[src/rtl/pipelined_cla_adder.sv]
// ----------------------------------------------------------------------------
// pipelined_cla_adder
//
// Two-stage pipelined carry-lookahead adder/subtractor with a valid/ready
// handshake on both sides and a sideband tag that travels with each operation.
//
//   Stage 1: effective operand b' (inverted for subtract), per-bit
//            propagate/generate and per-4-bit-group P/G, registered with the
//            carry-in and the tag.
//   Stage 2: group carries from a second lookahead level (groups of four
//            groups) plus a third level across the 16-bit super-groups. Bit
//            carries come from each group's own carry-in, so no carry ever
//            ripples across a 4-bit group boundary. Sum, carry-out, signed
//            overflow, zero flag and tag are registered and drive the outputs.
//
// Ports
//   clock, reset_n   rising-edge clock, asynchronous active-low reset
//   in_valid/ready   input handshake; in_ready may follow out_ready in the
//                    same cycle
//   in_a, in_b       operands (WIDTH bits)
//   in_cin           carry-in, add mode only
//   in_sub           1 = a - b, 0 = a + b + cin
//   in_tag           opaque tag returned with the result
//   flush            synchronous kill of everything in flight
//   out_valid/ready  output handshake; out_* hold steady while stalled
//   out_sum          sum or difference
//   out_cout         carry out of the MSB (subtract: 1 = no borrow)
//   out_ovf          signed two's-complement overflow
//   out_zero         out_sum is all zeros
//   out_tag          tag of the result
// ----------------------------------------------------------------------------
module pipelined_cla_adder #(
  parameter int WIDTH = 64,
  parameter int TAG_W = 4
) (
  input  logic             clock,
  input  logic             reset_n,
  input  logic             in_valid,
  output logic             in_ready,
  input  logic [WIDTH-1:0] in_a,
  input  logic [WIDTH-1:0] in_b,
  input  logic             in_cin,
  input  logic             in_sub,
  input  logic [TAG_W-1:0] in_tag,
  input  logic             flush,
  output logic             out_valid,
  input  logic             out_ready,
  output logic [WIDTH-1:0] out_sum,
  output logic             out_cout,
  output logic             out_ovf,
  output logic             out_zero,
  output logic [TAG_W-1:0] out_tag
);

  localparam int NG = WIDTH / 4;  // 4-bit groups
  localparam int NS = NG / 4;     // 16-bit super-groups

  // Carries into the four positions of a lookahead block, given the P/G of
  // the lower three positions and the block carry-in. Fully flattened
  // sum-of-products, no chaining between positions.
  function automatic logic [3:0] lac4(input logic [2:0] p, input logic [2:0] g, input logic ci);
    logic [3:0] c;
    c[0] = ci;
    c[1] = g[0] | (p[0] & ci);
    c[2] = g[1] | (p[1] & g[0]) | (p[1] & p[0] & ci);
    c[3] = g[2] | (p[2] & g[1]) | (p[2] & p[1] & g[0]) | (p[2] & p[1] & p[0] & ci);
    return c;
  endfunction

  // Group generate of a 4-wide block; p_hi holds propagate of positions 3..1.
  function automatic logic grp_g(input logic [2:0] p_hi, input logic [3:0] g);
    return g[3] | (p_hi[2] & g[2]) | (p_hi[2] & p_hi[1] & g[1]) |
           (p_hi[2] & p_hi[1] & p_hi[0] & g[0]);
  endfunction

  // --------------------------------------------------------------------------
  // Handshake
  // --------------------------------------------------------------------------
  logic r_s1_valid;
  logic r_s2_valid;
  logic w_s2_open;   // stage 2 is empty or hands its result over this cycle
  logic w_s1_load;   // stage 1 captures a new operation
  logic w_s1_adv;    // stage 1 contents move into stage 2
  logic w_s2_load;   // stage 2 captures stage 1 contents

  // Pipeline control: load conditions and input ready
  always_comb begin
    w_s2_open = ~r_s2_valid | out_ready;
    w_s1_adv  = r_s1_valid & w_s2_open;
    w_s2_load = w_s1_adv & ~flush;
    w_s1_load = in_valid & ~flush & (~r_s1_valid | w_s2_open);
    // Valid bits are already cleared during reset; the reset_n term only
    // keeps in_ready low while reset is held.
    in_ready  = reset_n & ~flush & (~r_s1_valid | w_s2_open);
  end

  // Valid bits: async clear on reset, synchronous clear on flush
  always_ff @(posedge clock or negedge reset_n) begin
    if (!reset_n) begin
      r_s1_valid <= 1'b0;
      r_s2_valid <= 1'b0;
    end else if (flush) begin
      r_s1_valid <= 1'b0;
      r_s2_valid <= 1'b0;
    end else begin
      if (w_s1_load) begin
        r_s1_valid <= 1'b1;
      end else if (w_s1_adv) begin
        r_s1_valid <= 1'b0;
      end else begin
        r_s1_valid <= r_s1_valid;
      end
      if (w_s2_open) begin
        r_s2_valid <= r_s1_valid;
      end else begin
        r_s2_valid <= r_s2_valid;
      end
    end
  end

  // --------------------------------------------------------------------------
  // Stage 1: effective operands, bit and group propagate/generate
  // --------------------------------------------------------------------------
  logic [WIDTH-1:0] w_b_eff;
  logic [WIDTH-1:0] w_p;
  logic [WIDTH-1:0] w_g;
  logic             w_c0;
  logic [NG-1:0]    w_gp;
  logic [NG-1:0]    w_gg;

  // Subtract is a + ~b + 1
  always_comb begin
    w_b_eff = in_sub ? ~in_b : in_b;
    w_c0    = in_sub ? 1'b1 : in_cin;
    w_p     = in_a ^ w_b_eff;
    w_g     = in_a & w_b_eff;
    w_gp    = {NG{1'b0}};
    w_gg    = {NG{1'b0}};
    for (int j = 0; j < NG; j++) begin
      w_gp[j] = &w_p[4*j +: 4];
      w_gg[j] = grp_g(w_p[4*j+1 +: 3], w_g[4*j +: 4]);
    end
  end

  logic [WIDTH-1:0] r_s1_p;
  logic [WIDTH-1:0] r_s1_g;
  logic [NG-1:0]    r_s1_gp;
  logic [NG-1:0]    r_s1_gg;
  logic             r_s1_c0;
  logic [TAG_W-1:0] r_s1_tag;

  // Stage 1 data registers, written only when stage 1 loads
  always_ff @(posedge clock or negedge reset_n) begin
    if (!reset_n) begin
      r_s1_p   <= {WIDTH{1'b0}};
      r_s1_g   <= {WIDTH{1'b0}};
      r_s1_gp  <= {NG{1'b0}};
      r_s1_gg  <= {NG{1'b0}};
      r_s1_c0  <= 1'b0;
      r_s1_tag <= {TAG_W{1'b0}};
    end else if (w_s1_load) begin
      r_s1_p   <= w_p;
      r_s1_g   <= w_g;
      r_s1_gp  <= w_gp;
      r_s1_gg  <= w_gg;
      r_s1_c0  <= w_c0;
      r_s1_tag <= in_tag;
    end else begin
      r_s1_p   <= r_s1_p;
      r_s1_g   <= r_s1_g;
      r_s1_gp  <= r_s1_gp;
      r_s1_gg  <= r_s1_gg;
      r_s1_c0  <= r_s1_c0;
      r_s1_tag <= r_s1_tag;
    end
  end

  // --------------------------------------------------------------------------
  // Stage 2: lookahead carries, sum and flags
  // --------------------------------------------------------------------------
  logic [2:0]       w_top_p;   // super-group P/G feeding the top level
  logic [2:0]       w_top_g;
  logic [3:0]       w_sg_c;    // carry into each super-group
  logic [NG-1:0]    w_gc;      // carry into each group
  logic [WIDTH-1:0] w_c;       // carry into each bit
  logic [WIDTH-1:0] w_sum;
  logic             w_cout;
  logic             w_ovf;
  logic             w_zero;

  // Three lookahead levels: super-group, group, bit. The topmost super-group
  // never feeds a carry-in, so only the lower three form the top level; for
  // narrower widths the unused top-level inputs are tied off.
  always_comb begin
    w_top_p = 3'b000;
    w_top_g = 3'b000;
    w_gc    = {NG{1'b0}};
    w_c     = {WIDTH{1'b0}};
    for (int s = 0; s < 3; s++) begin
      if (s < NS - 1) begin
        w_top_p[s] = &r_s1_gp[4*s +: 4];
        w_top_g[s] = grp_g(r_s1_gp[4*s+1 +: 3], r_s1_gg[4*s +: 4]);
      end else begin
        w_top_p[s] = 1'b0;
        w_top_g[s] = 1'b0;
      end
    end
    w_sg_c = lac4(w_top_p, w_top_g, r_s1_c0);
    for (int s = 0; s < NS; s++) begin
      w_gc[4*s +: 4] = lac4(r_s1_gp[4*s +: 3], r_s1_gg[4*s +: 3], w_sg_c[s]);
    end
    for (int j = 0; j < NG; j++) begin
      w_c[4*j +: 4] = lac4(r_s1_p[4*j +: 3], r_s1_g[4*j +: 3], w_gc[j]);
    end
    w_cout = r_s1_gg[NG-1] | (r_s1_gp[NG-1] & w_gc[NG-1]);
    w_sum  = r_s1_p ^ w_c;
    w_ovf  = w_c[WIDTH-1] ^ w_cout;
    w_zero = ~|w_sum;
  end

  // Each group's top generate bit is already folded into the registered
  // group G, so the bit-level lookahead never reads it.
  logic w_unused_g;

  // Collects those otherwise-unread generate bits
  always_comb begin
    w_unused_g = 1'b0;
    for (int j = 0; j < NG; j++) begin
      w_unused_g = w_unused_g ^ r_s1_g[4*j+3];
    end
  end

  logic [WIDTH-1:0] r_s2_sum;
  logic             r_s2_cout;
  logic             r_s2_ovf;
  logic             r_s2_zero;
  logic [TAG_W-1:0] r_s2_tag;

  // Stage 2 result registers, written only when stage 2 loads
  always_ff @(posedge clock or negedge reset_n) begin
    if (!reset_n) begin
      r_s2_sum  <= {WIDTH{1'b0}};
      r_s2_cout <= 1'b0;
      r_s2_ovf  <= 1'b0;
      r_s2_zero <= 1'b0;
      r_s2_tag  <= {TAG_W{1'b0}};
    end else if (w_s2_load) begin
      r_s2_sum  <= w_sum;
      r_s2_cout <= w_cout;
      r_s2_ovf  <= w_ovf;
      r_s2_zero <= w_zero;
      r_s2_tag  <= r_s1_tag;
    end else begin
      r_s2_sum  <= r_s2_sum;
      r_s2_cout <= r_s2_cout;
      r_s2_ovf  <= r_s2_ovf;
      r_s2_zero <= r_s2_zero;
      r_s2_tag  <= r_s2_tag;
    end
  end

  assign out_valid = r_s2_valid;
  assign out_sum   = r_s2_sum;
  assign out_cout  = r_s2_cout;
  assign out_ovf   = r_s2_ovf;
  assign out_zero  = r_s2_zero;
  assign out_tag   = r_s2_tag;

endmodule

[config.mk]
export PLATFORM = sky130hd
export DESIGN_NAME = pipelined_cla_adder
export DESIGN_NICKNAME = d
export VERILOG_FILES = /design/src/rtl/pipelined_cla_adder.sv
export SDC_FILE = /design/constraint.sdc
export NUM_CORES = 1
export LEC_CHECK = 0
export CAP_MARGIN = 0
export CORE_AREA = 2 2 166 168
export DETAILED_ROUTE_END_ITERATION = 8
export DIE_AREA = 0 0 168 170
export PLACE_DENSITY = 0.76
export SLEW_MARGIN = 20
export SYNTH_ARGS = -nofsm -noshare
export SYNTH_HDL_FRONTEND = slang
export SYNTH_SLANG_ARGS = --single-unit
export TNS_END_PERCENT = 30
[constraint.sdc]
create_clock -name clock -period 10 [get_ports clock]
set_input_delay 2.5 -clock clock [delete_from_list [all_inputs] [get_ports clock]]
set_output_delay 2.5 -clock clock [all_outputs]
set_load 0.05 [all_outputs]
======== Word-level counts from Yosys, hierarchy flattened ========
Index checks and enable logic that the tools add are counted.
cells by class
  muxes and demuxes ....................... 7
  bitwise gates (word level) .............. 485
  reductions and logical operators ........ 23
operator list
  operator            count
  $and A1 B1 Y1       291
  $or A1 B1 Y1        186
  $xor A64 B64 Y64    2
  $reduce_and A4 Y1   19
  $and A64 B64 Y64    1
  $mux W64            1
  $not A64 Y64        1
  $reduce_or A64 Y1   1
  $mux W1             6
  $not A1 Y1          3
  $reduce_bool A3 Y1  1
  $reduce_bool A2 Y1  1
  $logic_not A1 Y1    1
  $xor A1 B1 Y1       1
word-level totals
  register bits ........................... 237
  bits of input ports ..................... 139
  output and inout port bits .............. 73
  logic and storage cells ................. 528

======== Depth between registers and ports, before layout ========
Gate-level depths: netlist (run 1).
  depth in word-level cells ............... 15
  depth in mapped cells ................... 16
  depth with buffers taken out ............ 16

======== Worst setup path after synthesis (run 1) ========
No wires, ideal clock.
  path kind ............................... input to output
  start point ............................. input out_ready
  end point ............................... output in_ready
  arrival ................................. 3.143 ns
  data required time ...................... 7.500 ns
  path slack .............................. 4.357 ns
  stages on the path ...................... 3
  cells stage by stage .................... nor2b_1 nand2_1 and3b_1
between the ends
  word-level cells in the longest chain between the ends .. 3
ends and longest elaborated chain
  item             line  source
  start, declared  47    input logic out_ready,
  $or A1 B1 Y1     88    w_s2_open = ~r_s2_valid | out_ready;
  $or A1 B1 Y1     94    in_ready = reset_n & ~flush & (~r_s1_valid | w_s2_open);
  $and A1 B1 Y1    94
  end, declared    39    output logic in_ready,
Every way passes these cells.

======== Worst setup path after layout (run 1) ========
Same ends and word-level chain as after synthesis.

==> results of run 1 <==
==> kinds of logic after synthesis <==
group                      Yosys count  share of synthesized area [%]
AOI/OAI and AO/OA                  237                           12.9
xor gates and xnor gates           102                           7.48
adders and majority gates           80                           8.38
buffers and inverters               54                           1.71
DFF                                222                           46.5
muxes                              146                           13.7
and+or+nand+nor                    231                           9.34
==> worst register-to-register path: stages, from the launching register on <==
cell and delay [ns]:
sky130_fd_sc_hd__dfrtp_1 0.47, sky130_fd_sc_hd__a211oi_2 0.28, sky130_fd_sc_hd__nor2_1 0.07, sky130_fd_sc_hd__nor2_1 0.37, sky130_fd_sc_hd__nand2_1 0.29, sky130_fd_sc_hd__a2111oi_2 0.59
sky130_fd_sc_hd__nor2_1 0.11, sky130_fd_sc_hd__ha_1 0.20, sky130_fd_sc_hd__or3_1 0.33, sky130_fd_sc_hd__a22oi_1 0.32, sky130_fd_sc_hd__nand4_1 0.14, sky130_fd_sc_hd__nor4b_1 0.37
sky130_fd_sc_hd__nand4_1 0.15, sky130_fd_sc_hd__nor4_1 0.41, sky130_fd_sc_hd__o2111a_1 0.36, sky130_fd_sc_hd__nand4_1 0.16, sky130_fd_sc_hd__o21ai_1 0.16
==> routing by layer <==
metal  global-route usage, %  vias to the layer above  wire length (um)  part of all wire [%]
li1                        -                     4286                 -                     -
met1                    26.2                     4314             12600                    42
met2                    35.8                      213             14700                    50
met3                    3.35                       55              1510                   5.1
met4                    7.11                        0               877                   3.0
met5                       0                        -                 0                     0
==> worst min-delay path by stage <==
| stage | from | end | slack (ns) | depth (start not counted) |
|---|---|---|---|---|
| global placement | out_sum[54] | out_sum[54] | 0.46 | 2 |
| CTS | out_ovf | out_ovf | 0.48 | 2 |
| floorplan | r_s1_gp[13] | r_s1_gp[13] | 0.44 | 2 |
| global route | out_sum[42] | out_sum[42] | 0.51 | 1 |
| finish | out_sum[59] | out_sum[59] | 0.47 | 2 |
| detailed placement | out_ovf | out_ovf | 0.47 | 2 |
==> sequential cells by signal, indices dropped and copies added (netlist names) <==
| name | flops |
|---|---|
| r_s1_g | 48 |
| r_s1_valid | 1 |
| out_ovf | 1 |
| r_s1_gg | 16 |
| out_tag | 4 |
| out_zero | 1 |
| out_cout | 1 |
| out_sum | 64 |
| r_s1_p | 64 |
| r_s1_tag | 4 |
| out_valid | 1 |
| r_s1_c0 | 1 |
| r_s1_gp | 16 |
==> final cells by class <==
| cell class | instances | share of cell area, % |
|---|---|---|
| Antenna cell | 2 | 0.0331 |
| Clock buffer | 38 | 4.79 |
| Clock inverter | 4 | 0.132 |
| Inverter | 11 | 0.273 |
| Multi-Input combinational cell | 796 | 40.9 |
| Sequential cell | 222 | 36.7 |
| Tap cell | 341 | 2.82 |
| Timing Repair Buffer | 218 | 14.3 |
==> metrics by stage <==
step                hold WS (ns)  setup WS (ns)  total power [mW]  std cells
CTS                        0.483           3.14              3.70       1630
floorplan                  0.444           4.36              2.27       1072
global route               0.508           3.01              3.86       1631
finish                     0.473           3.12              3.67       1632
global placement           0.457           3.15              2.81       1588
detailed placement         0.470           3.15              2.85       1588
==> power groups by stage <==
stage | Sequential, mW | Combinational (mW) | Clock (mW)
after floorplan | 1.72 | 0.558 | 0
after global placement | 1.34 | 1.47 | 0
after detailed placement | 1.35 | 1.50 | 0
after CTS | 1.34 | 1.51 | 0.859
after global routing | 1.37 | 1.60 | 0.899
final | 1.34 | 1.49 | 0.840
==> layout by cell type, fill, tap and decap left out, drive strengths merged, types with 9 or more instances in the layout <==
cell type	instances
o21ai	93
xor2	92
nand2	101
a21oi	43
mux2	143
or3	10
nor2	39
a21o	43
inv	11
xnor2	10
dfrtp	222
buf	9
clkdlybuf4s50	209
ha	80
clkbuf	38
nand4	23
==> metrics, run 1 <==
Seq cells post-synth=222; Internal Pwr Total=about 2.2 mW; Final nets=1,492; sum of routed wire length over all layers=29.6 mm; static leakage power=6.83 nW; Crit Reg-Reg Startpoint=r_s1_gg[4]; final worst path period need=6.88 ns; Overflow after GRT=0; utilization of the core after routing=a little under three fifths; DP Wirelength=22.4 mm; signed area change from the synthesized netlist to the final layout=26.6%; most used standard cells in the synthesized netlist=sky130_fd_sc_hd__dfrtp_1, sky130_fd_sc_hd__mux2_2, sky130_fd_sc_hd__nand2_1; number of cells traversed by the worst register-to-register path=16; Vias per Instance=5.43; critical path capture point type=output pin; cell at the root of the clock tree=sky130_fd_sc_hd__clkbuf_16; CP Launch Point=out_ready; initial antenna violation count=2; Crit-path slowest cell=sky130_fd_sc_hd__clkdlybuf4s50_1; Placed Area=between 0.01 and 0.015 mm^2; CP Data Required Time=7.50 ns; Boundary Pins=around 210; layout cell share with drive strength beyond 1=16.1%; number of buffers inserted by post-CTS setup repair=0; starting density of the core=44.8%; share of total power in the clock network=22.9%; number of global-route vias before repair=8,970; residual DRC count=0; share of synthesized flip-flops with an asynchronous set or reset=100%; Post-CTS Hold Fix Bufs=0; peak ir drop on the vdd network=214 uV; max-slew headroom at the worst pin=28.9%; number of buffers and inverters on the critical path=2; die area=between 0.02 and 0.03 mm^2; Core ar.=~0.027 mm^2; critical path class=in2out; outcome=finished clean; TritonCTS clock tree=done; endpoint of the most critical setup path=in_ready; Synthesis Warnings=0; fillcell total=approximately 2,300; row count=60; cells along the critical path=clkdlybuf4s50_1, nor2b_1, nand2_1, and3b_1, clkdlybuf4s50_1; switching power total=1.45 mW; area fraction of the dominant cell type after synthesis=46.5%; total number of clock tree sinks=222; most common cell in the synthesized netlist=sky130_fd_sc_hd__dfrtp_1; clk_lat worst skew=0.52 ns; switching part of the total power=39.5%; pin count of the biggest net entering global routing=~100; Register Area=0.00556 mm^2; count of max-cap constraint violations=0; Routability Congestion=0.818; Max Freq=145 MHz; clock input transition at the sequential cells of the worst setup and hold paths=0.06 ns; capture instance of the worst register-to-register path=out_zero; number of logic stages on the critical path including buffering=5; largest fanout of any net on the critical path=5; Seq pwr share=36.4%; RSZ-0062 raised after global routing=no; global-route total usage across every layer=20.6%; post-synth top area cell=sky130_fd_sc_hd__dfrtp_1; first drt pass iteration count=4; setup slack, reg-to-reg=5.16 ns; Post-Syn Area=between 0.01 and 0.015 mm^2; total CTS buffers=24; post-synth cell types=66; maximum single-stage delay on the critical path=0.71 ns; power share of the combinational group=about two fifths; floorplan die height=170 um; quantity of gates resized following cts=0; global-route wire length before repair=46.8 mm; remaining antenna violation count after routing=0; Largest delay share family, worst path=buffers and inverters; power per cell area=243 mW/mm^2; maximum clock insertion buffer count=3; data arrival time of the worst path=approximately 4.4 ns; final count of negative-setup-slack endpoints=0; crit share post-route=68.8%; largest cells by area after synthesis=sky130_fd_sc_hd__dfrtp_1, sky130_fd_sc_hd__mux2_2, sky130_fd_sc_hd__ha_1, sky130_fd_sc_hd__xor2_1, sky130_fd_sc_hd__o21ai_0; Die W=~170 um; initial detailed-routing violation count=534; syn_nets=1,291; number of synthesized flops with an enable pin=0; clock tree skew after final layout=0.0125 ns; Avg Synthesized Cell Area=11.1 um^2; cells after synthesis=about 1,100; Non-Filler Cell Area, Final=~0.015 mm^2; sequential fraction of the synthesis area=46.5%; wire length per cell after detailed routing=18.1 um; number of pins with negative max-slew slack in the final report=0; most instantiated flip-flop cell in the synthesis netlist=sky130_fd_sc_hd__dfrtp_1; final total negative setup slack=0 ns; path type of the worst min-delay path=reg2reg; crit-path most repeated cell=sky130_fd_sc_hd__clkdlybuf4s50_1; category of the worst setup path launch point=primary input; area of combinational cells with multiple inputs=0.00619 mm^2; final hold violation count=0; via count=8,868; Worst Tran Pin Value=1.07 ns; H-tree levels=1; Port-buffer cells=211
(Power assumes the default switching activity.)
==> run 2, diff against run 1 <==
--- a/config.mk
+++ b/config.mk
@@ -9,7 +9,7 @@
 export CORE_AREA = 2 2 166 168
 export DETAILED_ROUTE_END_ITERATION = 8
 export DIE_AREA = 0 0 168 170
-export PLACE_DENSITY = 0.76
+export PLACE_DENSITY = 0.78
 export SLEW_MARGIN = 20
 export SYNTH_ARGS = -nofsm -noshare
 export SYNTH_HDL_FRONTEND = slang
==> constraint.sdc (replaced) <==
create_clock -name clock -period 5.7 [get_ports clock]
set_input_delay 1.425 -clock clock [delete_from_list [all_inputs] [get_ports clock]]
set_output_delay 1.425 -clock clock [all_outputs]
set_load 0.05 [all_outputs]
==> run 2 against run 1 <==
Against the previous run: combinational power grew 78%; global-route usage grew 0.79 points; first-iteration DRC count grew 14%; critical path type unchanged; final cell count grew 0.31%; largest power group unchanged.
==> metrics, run 2 (synthesis gave the netlist of run 1 again) <==
cells along the critical path=clkdlybuf4s50_1, nor2b_1, nand2_1, and3b_1, clkdlybuf4s50_1 (unchanged); final hold violation count=0 (unchanged); count of max-cap constraint violations=0 (unchanged); final count of negative-setup-slack endpoints=0 (unchanged); starting density of the core=44.8% (unchanged); fillcell total=2,193 (was 2,267); remaining antenna violation count after routing=0 (unchanged); via count=9,060 (was 8,868); max-slew headroom at the worst pin=33.0% (was 28.9%); TritonCTS clock tree=done (unchanged); quantity of gates resized following cts=0 (unchanged); Largest delay share family, worst path=buffers and inverters (unchanged); number of global-route vias before repair=9,092 (was 8,970); Die W=168 um (unchanged); final worst path period need=between 4 and 5 ns; CP Data Required Time=4.28 ns (was 7.50 ns); sum of routed wire length over all layers=30.7 mm (was 29.6 mm); Vias per Instance=5.53 (was 5.43); DP Wirelength=23.0 mm (was 22.4 mm); critical path capture point type=output pin (unchanged); utilization of the core after routing=57.2% (was 56.8%); maximum clock insertion buffer count=3 (unchanged); peak ir drop on the vdd network=252 uV (was 214 uV); clock tree skew after final layout=0.0207 ns (was 0.0125 ns); total CTS buffers=24 (unchanged); initial antenna violation count=3 (was 2); crit share post-route=83.2%; worst slack at placement=0.994 ns (was 3.15 ns); clock input transition at the sequential cells of the worst setup and hold paths=0.06 ns (about the same); met3 WL=2.06 mm (was 1.51 mm); initial detailed-routing violation count=608 (was 534); global-route total usage across every layer=21.4% (was 20.6%); wire length per cell after detailed routing=18.7 um (was 18.1 um); power per cell area=430 mW/mm^2 (was 243 mW/mm^2); Worst Tran Pin Value=1.01 ns (was 1.07 ns); die area=0.0286 mm^2 (unchanged); static leakage power=6.89 nW (was 6.83 nW); Overflow after GRT=0 (unchanged); number of pins with negative max-slew slack in the final report=0 (unchanged); residual DRC count=0 (unchanged); number of buffers inserted by post-CTS setup repair=0 (unchanged); signed area change from the synthesized netlist to the final layout=27.5% (was 26.6%); Boundary Pins=212 (unchanged); crit-path most repeated cell=sky130_fd_sc_hd__clkdlybuf4s50_1 (unchanged); pin count of the biggest net entering global routing=115 (was 98); total number of clock tree sinks=222 (unchanged); RSZ-0062 raised after global routing=no (unchanged); Routability Congestion=0.887 (was 0.818); path type of the worst min-delay path=reg2reg (unchanged); metal1 wirelength=12.9 mm (was 12.6 mm); number of buffers and inverters on the critical path=2 (unchanged); category of the worst setup path launch point=primary input (unchanged); PnR worst setup slack=0.960 ns (was 3.12 ns); layout cell share with drive strength beyond 1=16.5% (was 16.1%); Core ar.=0.0267 mm^2 (unchanged); total power consumption of the routed design=6.56 mW (was 3.67 mW); floorplan die height=170 um (unchanged); top layer in use=met5 (was met4); largest fanout of any net on the critical path=5 (unchanged); global-route wire length before repair=48.2 mm (was 46.8 mm); detailed-routed wire length on met2=14.9 mm (was 14.7 mm); final total negative setup slack=0 ns (unchanged); most common cell after layout, fill and taps aside=sky130_fd_sc_hd__dfrtp_1 (unchanged); first drt pass iteration count=5 (was 4); Crit-path slowest cell=sky130_fd_sc_hd__clkdlybuf4s50_1 (unchanged); commonest non-fill, non-tap cells in the layout=sky130_fd_sc_hd__dfrtp_1, sky130_fd_sc_hd__clkdlybuf4s50_1, sky130_fd_sc_hd__mux2_2, sky130_fd_sc_hd__nand2_1, sky130_fd_sc_hd__xor2_1 (unchanged); Post-CTS Hold Fix Bufs=0 (unchanged); outcome=finished clean (unchanged); critical path class=in2out (unchanged); cell at the root of the clock tree=sky130_fd_sc_hd__clkbuf_16 (unchanged); Final nets=1,495 (was 1,492); clk_lat worst skew=0.53 ns (was 0.52 ns); row count=60 (unchanged); Max Freq=roughly 210 MHz; H-tree levels=1 (unchanged); Port-buffer cells=211 (unchanged); maximum single-stage delay on the critical path=0.72 ns (was 0.71 ns); data arrival time of the worst path=3.31 ns (was 4.38 ns)
[run 2: metal layers]
layer / vias to the layer above / track usage, %
li1: 4289 / -
met1: 4428 / 26.8
met2: 279 / 36.7
met3: 62 / 5.09
met4: 2 / 6.65
met5: - / 0
[run 2: report_power, final]
group          internal (mW)  switching [mW]  total, mW
sequential              1.99           0.355       2.35
clock                  0.934           0.628       1.56
combinational           1.04            1.61       2.65
[run 2: per-stage QoR]
stage / cell area [um^2] / hold WS [ns] / std cells
floorplan: 12000 / 0.444 / 1072
global placement: 14400 / 0.459 / 1590
detailed placement: 14400 / 0.469 / 1590
CTS: 15200 / 0.481 / 1634
global route: 15200 / 0.503 / 1635
finish: 15200 / 0.477 / 1637
[run 2: tightest hold or removal path, cell delays in order (launching register included)]
cell and delay [ns]:
sky130_fd_sc_hd__dfrtp_1 0.34, sky130_fd_sc_hd__nand2_1 0.04, sky130_fd_sc_hd__o21ai_0 0.06
[run 2: path summary, 6_finish.rpt]
| path | start | cells after the start | endpoint | slack (ns) |
|---|---|---|---|---|
| min in group asynchronous | reset_n | 2 | out_sum[16] | 1.16 |
| setup / recovery | out_ready | 5 | in_ready | 0.96 |
| setup reg to reg | r_s1_gg[4] | 16 | out_zero | 1.36 |
| hold / removal | r_s1_gp[13] | 2 | r_s1_gp[13] | 0.48 |
| max in group asynchronous | reset_n | 4 | r_s1_gg[10] | 3.26 |
| hold reg to reg | r_s1_gp[13] | 2 | r_s1_gp[13] | 0.48 |
[run 2: final cells by class]
type | instances | area, um^2 | share of cell area, %
multi-input combinational | 796 | 6190 | 40.6
sequential | 222 | 5560 | 36.4
timing repair buffer | 221 | 2220 | 14.6
clock buffer | 35 | 692 | 4.54
tap | 341 | 427 | 2.80
clock inverter | 9 | 106 | 0.698
inverter | 11 | 41.3 | 0.271
antenna | 2 | 5.00 | 0.0328
